### src/rtl/pwm_basic_gen.sv
// Free-running PWM generator with R-bit duty resolution.
// One PWM period lasts 2^R clocks. The requested duty is captured into a
// shadow register only at the end of a period, so a duty change never
// shortens or stretches a pulse that is already in progress. Every output
// comes straight from a flop, so no input reaches an output combinationally.
module pwm_basic_gen #(
  parameter int R = 8  // duty/counter resolution in bits, legal 2..16
) (
  input  logic         clk,
  input  logic         reset,       // asynchronous, active-low
  input  logic [R-1:0] duty,
  output logic         pwm_out,
  output logic         period_tick
);

  localparam logic [R-1:0] CNT_MAX = {R{1'b1}};
  localparam logic [R-1:0] CNT_ONE = R'(1);

  logic [R-1:0] cnt;     // position inside the current period
  logic [R-1:0] duty_q;  // duty in force for the current period
  logic         wrap;    // last clock of the period

  assign wrap = (cnt == CNT_MAX);

  // Period counter: wraps from 2^R-1 back to 0, never stalls.
  // NOTE: state registers use non-blocking assignments so every flop sees
  // the pre-edge value of its neighbours; blocking here would chain them.
  always_ff @(posedge clk or negedge reset) begin
    if (!reset) begin
      cnt <= '0;
    end else begin
      cnt <= cnt + CNT_ONE;
    end
  end

  // Duty shadow: take the new request only on the wrap edge.
  always_ff @(posedge clk or negedge reset) begin
    if (!reset) begin
      duty_q <= '0;
    end else if (wrap) begin
      duty_q <= duty;
    end
  end

  // Period marker: high for the one clock following the wrap edge.
  always_ff @(posedge clk or negedge reset) begin
    if (!reset) begin
      period_tick <= 1'b0;
    end else begin
      period_tick <= wrap;
    end
  end

  // Waveform: compare pre-edge count with pre-edge shadow, one clock late.
  // Because cnt never reaches 2^R during a period, duty = 2^R-1 leaves
  // exactly one low clock and a full 100% output is impossible.
  always_ff @(posedge clk or negedge reset) begin
    if (!reset) begin
      pwm_out <= 1'b0;
    end else begin
      pwm_out <= (cnt < duty_q);
    end
  end

endmodule

### config.mk
export PLATFORM = sky130hd
export DESIGN_NAME = pwm_basic_gen
export DESIGN_NICKNAME = d
export VERILOG_FILES = /design/src/rtl/pwm_basic_gen.sv
export SDC_FILE = /design/constraint.sdc
export NUM_CORES = 1
export LEC_CHECK = 0
export CAP_MARGIN = 20
export CORE_MARGIN = 2
export CORE_UTILIZATION = 51
export DETAILED_ROUTE_END_ITERATION = 10
export PLACE_DENSITY = 0.77
export REMOVE_ABC_BUFFERS = 1
export SLEW_MARGIN = 20
export SYNTH_ARGS = -nofsm -noshare
export SYNTH_HDL_FRONTEND = slang
export SYNTH_SLANG_ARGS = --single-unit
export TNS_END_PERCENT = 5
### constraint.sdc
create_clock -name clk -period 1.85 [get_ports clk]
set_input_delay 0.37 -clock clk [delete_from_list [all_inputs] [get_ports clk]]
set_output_delay 0.37 -clock clk [all_outputs]
set_load 0.05 [all_outputs]
==> metrics list, run 1 <==
- Result of the run: complete, no violations
* Count of boundary I/O pins: 12
* Area of the core: 1541 µm²
- Excluding fillers, the count of instances in the completed layout stands at 103.
- Filler Cell Count: 127
- The floorplan step defined a die boundary enclosing 2016 µm².
- R2R setup slack: 0.21 ns
- First drt pass iteration count: 2
* Synth Warn #: 0
- Buffers inserted to repair hold after CTS numbered 0.
- Estimated wirelength of the detail-placed design: 1010 µm
- After technology mapping, the gate count stands at 71.
- Number of port buffers: 11
* Worst supply voltage drop on vdd: 0.4659 mV
- DRT Wirelength: 1267 µm
- Leakage: 0.5312 nW
- The signal on the critical path passes through ha_1 > nand3_2 > nor3_4 > mux2_2.
* Vias per cell: 5.214
- For this run the aggregate overflow at the end of global routing stands at 0.
- Number of CTS-inserted buffers: 3
- Crit-path max FO: 9
- Cell count along the critical path: 4
- On the critical path, the stage with the largest delay is an instance of sky130_fd_sc_hd__dfrtp_1.
* Synthesized flop and latch total: 18
- Family with the most delay on the worst path: simple AND/OR/NAND/NOR gates
- Worst Path Class, Setup: register to register
- At the end of routability-driven placement, the weighted congestion stood at 0.7810.
- Die Span Y: 44.91 µm
- For the finished layout, the period the worst path requires is 1.640 ns.
* Async set-or-reset flop fraction in the synthesized netlist: 100.0%
* Placement-stage worst setup slack: 0.2107 ns
* Drc violations: 0
* Share of the synthesized area in the top cell type: 52.79%
* Worst relative slew slack: 65.06%
- TritonCTS clock tree: yes
- Worst path bufs/invs: 0
- Cell types occupying the most area after synthesis: sky130_fd_sc_hd__dfrtp_1, sky130_fd_sc_hd__ha_1, sky130_fd_sc_hd__mux2_2
- Antenna cells: 0
- Total number of placement rows: 14
- At the worst endpoint, the required time is 2.03 ns.
* Final total negative setup slack: 0 ns
- At the end of the flow the core is filled with cells to 66.64%.
- The tree built by TritonCTS fans out to 18 sinks.
- Clock skew: 0.002472 ns
- Counting tap cells, the placed design contains a total of 99 instances.
- For this run, the post-layout net count is 106.
* Hold Violations, Final: 0
- The design draws 654.6 µW.
- Post-detailed-route wirelength per cell: 12.30 µm
- Entering global routing, the biggest net connects 19 pins.
- Worst min path class: primary input to async pin
* Root buf cell: sky130_fd_sc_hd__clkbuf_4
- Arrival @ worst endpoint: 1.82 ns
* Post-route worst setup slack: 0.2096 ns
* Uppermost layer routed: met4
* Final worst-path cycle share: 88.67%
- Setup repair after global routing left no endpoint under its margin.
- Post-synth EDFFs: 0
- The floorplan step set the die width to 44.91 µm.
- Slew of the pin with the lowest slew margin: 0.5233 ns
* Buffers from clock root to sink, at most: 2
* Power density cells: 637.2 nW/µm²
* Max Freq: 0.6096 GHz
- After detailed routing, the wire length on met1 is 543 µm.
- Via count of the first global-routing pass: 494
- Most frequently used flop master after synthesis: sky130_fd_sc_hd__dfrtp_1
- Total of endpoints with negative setup slack in the final report: 0
- Library cells used by synthesis: 16
- In the detailed route, the total length drawn on met3 is 32 µm.
- The initial antenna violation count was 0.
- Library cell with the highest instance count after synthesis: sky130_fd_sc_hd__dfrtp_1
- The first global-routing pass estimated 2104 µm of wire.
- Number of cells on the worst reg-to-reg path: 4
* Iter 0 DRT Violations: 2
- STA classifies the critical path endpoint as a register.
- For this run, the slowest stage of the critical path takes 0.43 ns.
- Compared with the post-synthesis result, the final layout area differs by 20.38%.
- Library cell with the largest summed area after synthesis: sky130_fd_sc_hd__dfrtp_1
* MaxCap Viol Count: 0
- After detailed routing, the met2 layer carries 667 µm of wire.
* Startpoint kind of the worst setup timing path: register
- Sequential cell area fraction in the yosys report: 52.79%
- Avg Synthesized Cell Area: 12.02 µm²
- Starting Density: 55.36%
* Clock latency on the worst-skew pair: 0.29 ns
- The cell area that synthesis handed to floorplanning was 853.3 µm².
- Most frequent cells after synthesis: sky130_fd_sc_hd__dfrtp_1, sky130_fd_sc_hd__inv_1, sky130_fd_sc_hd__ha_1, sky130_fd_sc_hd__mux2_2
- Number of vias in the routed layout: 537
- Clock-pin slew of the registers on the worst-case setup and hold paths: 0.10 ns
* Count of pins over their slew limit: 0
* Number of H-tree levels: 1
* GR Util All Layers: 15.35%
- Remaining number of nets flagged by the antenna check after routing: 0
- The post-route netlist has 19.54% of its cells at a drive strength greater than 1.
-- worst paths after layout --
check                       start        end
setup reg to reg           cnt[0]  duty_q[7]
max in group asynchronous   reset     cnt[1]
hold reg to reg            cnt[0]     cnt[0]
min in group clk           cnt[0]     cnt[0]
setup / recovery           cnt[0]  duty_q[7]
hold / removal              reset    pwm_out
-- cells by family (layout without fill, tap and decap cells) --
kind of cell    after synthesis  count (layout)  share of synthesized area, %
compound gates                6               6                         3.812
buf+inv                      10              26                         4.399
simple gates                 15              15                         10.56
fa+ha+maj                     8               8                         11.73
flops                        18              18                         52.79
mux                           8               8                         10.56
xor+xnor                      6               6                         6.159
-- cells in the final DEF, fill, tap and decap left out --
master	n
sky130_fd_sc_hd__clkbuf_4	3
sky130_fd_sc_hd__ha_1	8
sky130_fd_sc_hd__mux2_2	8
sky130_fd_sc_hd__nand2_1	3
sky130_fd_sc_hd__xor2_1	3
sky130_fd_sc_hd__nor2_1	4
sky130_fd_sc_hd__inv_1	10
sky130_fd_sc_hd__dfrtp_1	18
sky130_fd_sc_hd__nor2b_1	1
sky130_fd_sc_hd__nand3_2	2
sky130_fd_sc_hd__o211ai_1	1
sky130_fd_sc_hd__buf_4	2
sky130_fd_sc_hd__dlymetal6s2s_1	1
sky130_fd_sc_hd__a21oi_1	4
sky130_fd_sc_hd__nor3_4	1
sky130_fd_sc_hd__xnor2_1	3
sky130_fd_sc_hd__nand4_1	1
sky130_fd_sc_hd__nand3_1	3
sky130_fd_sc_hd__clkdlybuf4s50_1	9
sky130_fd_sc_hd__clkbuf_8	1
sky130_fd_sc_hd__o21ai_0	1
-- metrics by stage --
| step | hold slack, ns | area, µm² |
|---|---|---|
| 2_1_floorplan | 0.07441 | 853.3 |
| 3_3_place_gp | 0.4783 | 988.4 |
| 3_5_place_dp | 0.4957 | 988.4 |
| 4_1_cts | 0.4000 | 1025 |
| 5_1_grt | 0.4065 | 1027 |
| 6_report | 0.4030 | 1027 |
-- area by class of cell --
| cell class | instances | area (µm²) | share of cell area, % |
|---|---|---|---|
| Multi-Input combinational cell | 43 | 365.4 | 35.57 |
| Timing Repair Buffer | 12 | 117.6 | 11.45 |
| Tap cell | 16 | 20.02 | 1.949 |
| Inverter | 10 | 37.54 | 3.654 |
| Clock buffer | 4 | 36.28 | 3.532 |
| Sequential cell | 18 | 450.4 | 43.85 |
-- power breakdown --
part	switching, mW	internal [mW]	leakage (nW)
Sequential	0	0.393	0.237
Clock	0.115	0.120	0.0210
Combinational	0.00892	0.0178	0.273
-- sequential cells by signal (all words and copies together), names as in the netlist --
signal	flops
period_tick	1
duty_q	8
cnt	8
pwm_out	1
-- what timing repair did --
action | 4_1_cts | 5_1_grt
buffers inserted | 0 | 0
setup endpoints to repair | 0 | 1
endpoints found under the hold margin | 0 | 0
resized for setup | 0 | 1
-- routing by layer --
layer	GRT usage, %	vias to the layer above
met5	0	-
met4	10.59	0
met3	3.600	4
met2	25.51	8
met1	17.41	256
li1	-	269
Note: power is estimated with default switching activity, not from simulation.
==> run 2: changes to the inputs <==
--- a/config.mk
+++ b/config.mk
@@ -11,6 +11,7 @@
 export DETAILED_ROUTE_END_ITERATION = 10
 export PLACE_DENSITY = 0.77
 export REMOVE_ABC_BUFFERS = 1
+export SKIP_CTS_REPAIR_TIMING = 1
 export SLEW_MARGIN = 20
 export SYNTH_ARGS = -nofsm -noshare
 export SYNTH_HDL_FRONTEND = slang
==> results of run 2 <==
No change in the layout: final DEF, timing and power equal those of run 1.
